$ cat config.mk
export PLATFORM = sky130hd
export DESIGN_NAME = dmem_bus_bridge
export DESIGN_NICKNAME = d
export VERILOG_FILES = /design/src/rtl/dmem_bus_bridge_pkg.sv /design/src/rtl/bus_wait_timer.sv /design/src/rtl/dmem_bus_bridge.sv
export SDC_FILE = /design/constraint.sdc
export NUM_CORES = 1
export LEC_CHECK = 0
export ABC_AREA = 1
export CAP_MARGIN = 15
export CORE_MARGIN = 2
export CORE_UTILIZATION = 25
export DETAILED_ROUTE_END_ITERATION = 10
export PLACE_DENSITY = 0.53
export SLEW_MARGIN = 25
export SYNTH_ARGS = -nofsm -noshare
export SYNTH_HDL_FRONTEND = slang
export SYNTH_HIERARCHICAL = 1
export SYNTH_SLANG_ARGS = --single-unit
export TNS_END_PERCENT = 1
$ cat constraint.sdc
create_clock -name clk -period 4.07 [get_ports clk]
set_clock_uncertainty 0.15 [all_clocks]
set_input_delay 0.407 -clock clk [delete_from_list [all_inputs] [get_ports clk]]
set_output_delay 0.407 -clock clk [all_outputs]
set_load 0.02 [all_outputs]
$ cat src/rtl/dmem_bus_bridge_pkg.sv
// Shared definitions for the data-memory bus bridge.
// State encoding, timeout defaults and the timeout read pattern.
package dmem_bus_bridge_pkg;

    typedef enum logic [1:0] {
        S_IDLE  = 2'd0,
        S_REQ   = 2'd1,
        S_RWAIT = 2'd2,
        S_DONE  = 2'd3
    } state_t;

    localparam int          TIMEOUT_DEFAULT = 16;
    localparam logic [31:0] TIMEOUT_RDATA   = 32'hDEAD_BEEF;

endpackage

$ cat src/rtl/bus_wait_timer.sv
// Clearable saturating 8-bit wait counter for the memory bridge.
// o_expired rises once the count has reached i_limit.
module bus_wait_timer (
    input  logic       clk,
    input  logic       reset,
    input  logic       i_clr,
    input  logic       i_inc,
    input  logic [7:0] i_limit,
    output logic       o_expired
);

    logic [7:0] r_count;

    always_ff @(posedge clk or posedge reset) begin
        if (reset) begin
            r_count <= 8'd0;
        end else if (i_clr) begin
            r_count <= 8'd0;
        end else if (i_inc && r_count != 8'hFF) begin
            r_count <= r_count + 8'd1;
        end
    end

    assign o_expired = (r_count >= i_limit);

endmodule

$ cat src/rtl/dmem_bus_bridge.sv
// Bridges the core's single-cycle load/store port onto a
// valid/ready memory bus, stalling the core while it waits.
module dmem_bus_bridge
    import dmem_bus_bridge_pkg::*;
#(
    parameter int TIMEOUT = TIMEOUT_DEFAULT
) (
    input  logic        clk,
    input  logic        reset,
    input  logic        cpu_req,
    input  logic        cpu_we,
    input  logic [31:0] cpu_addr,
    input  logic [31:0] cpu_wdata,
    output logic [31:0] cpu_rdata,
    output logic        stall,
    output logic        bus_valid,
    input  logic        bus_ready,
    output logic        bus_we,
    output logic [31:0] bus_addr,
    output logic [31:0] bus_wdata,
    input  logic        bus_rvalid,
    input  logic [31:0] bus_rdata,
    output logic        err_misalign,
    output logic        err_timeout
);

    localparam logic [7:0] LIMIT = 8'(TIMEOUT - 1);

    state_t      r_state;
    logic [31:0] r_rdata;
    logic        r_bus_we;
    logic [31:0] r_bus_addr;
    logic [31:0] r_bus_wdata;
    logic        r_err_mis;
    logic        r_err_to;

    logic w_aligned;
    logic w_start;
    logic w_misalign;
    logic w_inc;
    logic w_expired;

    assign w_aligned  = (cpu_addr[1:0] == 2'b00);
    assign w_start    = (r_state == S_IDLE) && cpu_req && w_aligned;
    assign w_misalign = (r_state == S_IDLE) && cpu_req && !w_aligned;
    assign w_inc      = ((r_state == S_REQ) && !bus_ready) ||
                        ((r_state == S_RWAIT) && !bus_rvalid);

    bus_wait_timer u_timer (
        .clk       (clk),
        .reset     (reset),
        .i_clr     (w_start),
        .i_inc     (w_inc),
        .i_limit   (LIMIT),
        .o_expired (w_expired)
    );

    always_ff @(posedge clk or posedge reset) begin
        if (reset) begin
            r_state     <= S_IDLE;
            r_rdata     <= 32'd0;
            r_bus_we    <= 1'b0;
            r_bus_addr  <= 32'd0;
            r_bus_wdata <= 32'd0;
            r_err_mis   <= 1'b0;
            r_err_to    <= 1'b0;
        end else begin
            unique case (r_state)
                S_IDLE: begin
                    if (w_start) begin
                        r_bus_we    <= cpu_we;
                        r_bus_addr  <= cpu_addr;
                        r_bus_wdata <= cpu_wdata;
                        r_state     <= S_REQ;
                    end else if (w_misalign) begin
                        r_rdata   <= 32'd0;
                        r_err_mis <= 1'b1;
                    end
                end
                S_REQ: begin
                    // completion takes priority over an expiring timer
                    if (bus_ready) begin
                        r_state <= r_bus_we ? S_DONE : S_RWAIT;
                    end else if (w_expired) begin
                        r_err_to <= 1'b1;
                        if (!r_bus_we) begin
                            r_rdata <= TIMEOUT_RDATA;
                        end
                        r_state <= S_DONE;
                    end
                end
                S_RWAIT: begin
                    if (bus_rvalid) begin
                        r_rdata <= bus_rdata;
                        r_state <= S_DONE;
                    end else if (w_expired) begin
                        r_err_to <= 1'b1;
                        r_rdata  <= TIMEOUT_RDATA;
                        r_state  <= S_DONE;
                    end
                end
                S_DONE: begin
                    r_state <= S_IDLE;
                end
            endcase
        end
    end

    // a misaligned access commits in its own cycle, so zero it here
    assign cpu_rdata    = w_misalign ? 32'd0 : r_rdata;
    assign stall        = w_start || (r_state == S_REQ) ||
                          (r_state == S_RWAIT);
    assign bus_valid    = (r_state == S_REQ);
    assign bus_we       = r_bus_we;
    assign bus_addr     = r_bus_addr;
    assign bus_wdata    = r_bus_wdata;
    assign err_misalign = r_err_mis;
    assign err_timeout  = r_err_to;

endmodule

======== Yosys cells after proc, flatten, opt, wreduce, memory -nomap -nowiden ========
Cells that the tools add are included.
operators by class
  $add $sub $neg .......................... 1
  magnitude comparators ................... 1
  equality and inequality tests ........... 11
  mux-type cells .......................... 20
  bitwise operators ....................... 1
  reduce and logical (&&, ||, !) cells .... 21
operators with widths
  cell                 number
  $mux 32              7
  $pmux 32 s3          1
  $mux 8               2
  $ne 2x2->1 const B   5
  $add 8x1->8 const B  1
  $ge 8x4->1 const B   1
  $mux 2               4
  $ne 8x8->1 const B   1
  $pmux 2 s4           1
  $logic_and 1x1->1    6
  $reduce_and 3->1     2
  $reduce_and 6->1     1
  $eq 2x2->1 const B   2
  $logic_not 2->1      2
  $mux 1               4
  $reduce_bool 2->1    2
  $logic_not 1->1      3
  $logic_or 1x1->1     3
  $ne 3x2->1 const B   1
  $reduce_bool 3->1    1
  $eq 2x1->1 const B   1
  $ne 2x1->1 const B   1
  $pmux 1 s2           1
  $reduce_and 2->1     1
  $not 1->1            1
storage, ports and cells
  register bits ........................... 109
  output and inout port bits .............. 101
  logic and storage cells ................. 63

======== Depth between registers and ports, before layout ========
  depth in word-level cells ............... 6
  mapped depth ............................ 15
  depth with buffers taken out ............ 14

======== Modules after synthesis ========
The synthesis kept the hierarchy.
modules (own cells, without submodules)
  module           instances  cells an instance  area an instance (um^2)  seq. area each (um^2)
  dmem_bus_bridge  1          700                5043.6                   2527.4
  bus_wait_timer   1          106                713.2                    200.2

======== Worst setup path after synthesis ========
OpenSTA, ideal clock, no wires.
  path type ............................... register to register
  from .................................... register r_state[1]
  to ...................................... register u_timer.r_count[7]
  library setup time ...................... 113 ps
  arrival time ............................ 1941 ps
  required time ........................... 3807 ps
  path slack .............................. 1866 ps
  stages on the path, launching flop included .. 11
  path buffers ............................ 1
  cells stage by stage .................... dfrtp_1 -> inv_1 -> ha_1 -> inv_2 -> buf_2 -> o21ai_0 -> inv_1 -> a21oi_1 -> nand3_1 -> nand2_1 -> inv_1
on the way
  cells in the longest elaborated chain, start to end .. 5
  elaborated cells on any way between the ends .. 11
  those cells by class .................... eq/ne: 2; mux: 1; reduce/logical: 8
RTL lines
  item                                line                   text
  start, declared                     dmem_bus_bridge.sv:29  state_t r_state;
  start signal, assigned              dmem_bus_bridge.sv:83  r_state <= r_bus_we ? S_DONE : S_RWAIT;
  $eq 2x1->1                          n/a
  via bus_valid                       dmem_bus_bridge.sv:16  output logic bus_valid,
  $logic_and 1x1->1                   dmem_bus_bridge.sv:46  assign w_inc = ((r_state == S_REQ) && !bus_ready) ||
  $logic_or 1x1->1                    dmem_bus_bridge.sv:46
  via w_inc                           dmem_bus_bridge.sv:40  logic w_inc;
  $logic_and 1x1->1                   bus_wait_timer.sv:19   end else if (i_inc && r_count != 8'hFF) begin
  $reduce_bool 2->1 (no source line)  n/a
  end signal, assigned                bus_wait_timer.sv:20   r_count <= r_count + 8'd1;
  end, declared                       bus_wait_timer.sv:12   logic [7:0] r_count;
The timed path passes the listed nets, and every way through them passes these cells.
A chain may end at the register's enable or synchronous reset.

======== Final worst setup path ========
  from .................................... register r_state[0]
  to ...................................... output stall
on the way
  cells in the longest elaborated chain, start to end .. 5
  elaborated cells on any way between the ends .. 7
  those cells by class .................... eq/ne: 2; reduce/logical: 5
RTL lines
  item                            line                    text
  $logic_not 2->1                 dmem_bus_bridge.sv:44   assign w_start = (r_state == S_IDLE) && cpu_req && w_aligned;
  $logic_and 1x1->1 (2 in a row)  dmem_bus_bridge.sv:44
  $logic_or 1x1->1                dmem_bus_bridge.sv:111  assign stall = w_start || (r_state == S_REQ) ||
  $logic_or 1x1->1 (*)            dmem_bus_bridge.sv:111
  end, declared                   dmem_bus_bridge.sv:15   output logic stall,
Every way passes the cells marked *; elsewhere a longest branch is shown, timed or not.

==> flow_summary_export.csv <==
group,metric,value,unit
run_status,status,"completed",
clocking,cts_root_buffer,"clkbuf_16",
clocking,numCtsBuffers,9,
clocking,cts.repair.resized,0,
floorplanning,die_height,156,um
global_routing,antenna_found_initial,0,
clocking,cts_hold_buf,0,
routing,vias_per_cell,4.24,
floorplanning,core-area,22600,um^2
timing,setup_tns,0,ps
routing,firstDrtPassIters,4,
final_layout,nets,1110,
clocking,cts_htree_levels,3,
final_layout,syn2layout_area_growth,44.2,%
worst_setup_path,rr_worst_depth,12,
synthesis,yosys.area.top_type_share,47.4,%
synthesis,synth_area_leaders,"dfrtp_1 47%, nand2_1 27%, nand3_1 6.4%",
worst_setup_path,startpoint_type,"register",
timing,hold_viol_final,0,
worst_setup_path,cp.required,3510,ps
final_layout,layout_common_cells,"415 x nand2_1, 202 x clkdlybuf4s50_1, 109 x dfrtp_1, 74 x nand3_1, 63 x inv_1",
final_layout,n_fill_cell,2380,
worst_setup_path,cp_max_fo,28,
floorplanning,start_util,25.4,%
pwr,powerDensity,759,nW/um^2
clocking,cts_tree,"done",
worst_setup_path,r2r_start,"r_state[1]",
final_layout,drive_gt1_share,4.51,%
worst_setup_path,crit_type,"register to output pin",
flow_run,drv_cap,0,
place,port_buffers,202,
worst_setup_path,reg2reg_slack,1370,ps
place,dp_hpwl,11.9,mm
worst_setup_path,critPathCaptureType,"output pin",
timing,rsz0062_at_grt,"no",
floorplanning,die_x,156,um
global_routing,grt_pass1_wl,28.4,mm
routing,num_vias,5438,
routing,routedWlPerCell,13.8,um
synthesis,ys_warn_count,6,
synthesis,synthCells,806,
routing,wirelength,17.6,mm
timing,final.min_clock_period,3090,ps
place,place_congestion,0.760,
floorplanning,die_area,24300,um^2
final_layout,final_core_util,36.7,%
pwr,p_leak,4.24,nW
synthesis,syn_area,5760,um^2
timing,setup_viol,0,
global_routing,grt_start_max_net_pins,70,
routing,drc,0,
timing,fmax,323,MHz
pwr,peakVddDrop,292,uV
global_routing,grt_pass1_vias,5332,
clocking,cts.sinks,109,
worst_setup_path,r2r_end,"u_timer/r_count[2]",
floorplanning,rows,55,
place,place_area,8010,um^2
final_layout,final_area,8300,um^2
final_layout,final_common_cell,"nand2_1",
timing,slew_violations,0,
clocking,clkSlewWorstSetupHoldPaths,80,ps
timing,relSlewSlack,52.8,%
final_layout,n_antenna_cell,0,
global_routing,overflow,0,
timing,worstMarginPinSlew,707,ps
synthesis,yosysTopAreaCell,"dfrtp_1",
synthesis,synth_area_per_cell,7.14,um^2
routing,antenna_left,0,
clocking,clk_latency,360,ps
synthesis,synth-seq-cells,109,
floorplanning,io_pins,203,
synthesis,ys_types,28,
clocking,postCtsSetupBuffers,0,
routing,drt_iter0_markers,252,
global_routing,grtUsageTotal,14.9,%
timing,post-route-period-util,76.0,%
min_path,hp-class,"input port to asynchronous set/reset pin",
clocking,cts_max_path_buffers,2,
synthesis,synth_seq_area_share,47.4,%
worst_setup_path,critPathArrivalTime,2530,ps
logic make-up (layout without fill, tap and decap cells):
family	after synthesis	in the layout	synth area share (%)
AO/OA/AOI/OAI	19	19	1.98
adder cells (fa/ha/maj)	15	15	3.26
buffers and inverters	111	297	8.56
flip-flops	109	109	47.4
other	2	8	0.130
AND/OR/NAND/NOR	550	550	38.7
layer usage:
metal,track usage [%],wire length [um],vias to the layer above
met5,0,0,-
met4,3.23,140,0
met3,6.08,1700,9
met2,23.1,7740,180
met1,19.4,8070,2448
li1,-,-,2801
report_power, final:
group	switching, mW	internal [mW]
logic	2.08	1.45
registers	0.322	1.56
clock network	0.459	0.435
total	2.86	3.44
cell usage after synthesis, drive strengths merged:
cell type	number
buf	35
o21a	1
inv	69
nand2	421
nor3	2
or2	3
conb	2
a21oi	10
nor2	49
clkbuf	5
ha	15
dfrtp	109
clkinv	2
nand3	75
o21ai	3
o21bai	5
sequential cells by signal (all words and copies together), names as in the netlist:
register / cells
r_state: 2
err_misalign: 1
bus_we: 1
err_timeout: 1
bus_wdata: 32
bus_addr: 32
u_timer/r_count: 8
r_rdata: 32
area by class of cell:
cell class | instances | area (um^2) | area share (%)
flip-flops and latches | 109 | 2730 | 32.9
multi-input cells | 592 | 2560 | 30.8
repair buffers | 210 | 2090 | 25.2
well taps | 285 | 357 | 4.29
inverters | 71 | 274 | 3.30
clock buffers | 10 | 229 | 2.76
clock inverters | 6 | 62.6 | 0.753
worst max path at each step:
stage / slack [ps] / to / cells past startpoint / startpoint
after floorplan: 870 / bus_addr[0] / 1 / reset
after global placement: 1280 / cpu_rdata[8] / 8 / cpu_req
after detailed placement: 1260 / u_timer/r_count[2] / 11 / cpu_req
after CTS: 900 / cpu_rdata[8] / 9 / r_state[0]
after global routing: 730 / cpu_rdata[9] / 9 / r_state[0]
final: 980 / stall / 6 / r_state[0]
stage by stage:
stage	hold WS [ps]	worst slack, ps	power, mW	std cells
floorplan	72.7	866	4.04	812
global route	257	727	6.86	1283
CTS	228	898	6.41	1283
detailed placement	308	1260	5.47	1267
global placement	305	1280	5.46	1267
finish	233	978	6.30	1283
worst max-delay path: stages, from the launching register on:
cell             delay (ps)
dfrtp_1                 420
inv_1                   110
ha_1                    200
buf_4                   230
or2_2                   370
or2_2                   300
clkdlybuf4s50_1         540
(Power assumes the default switching activity.)
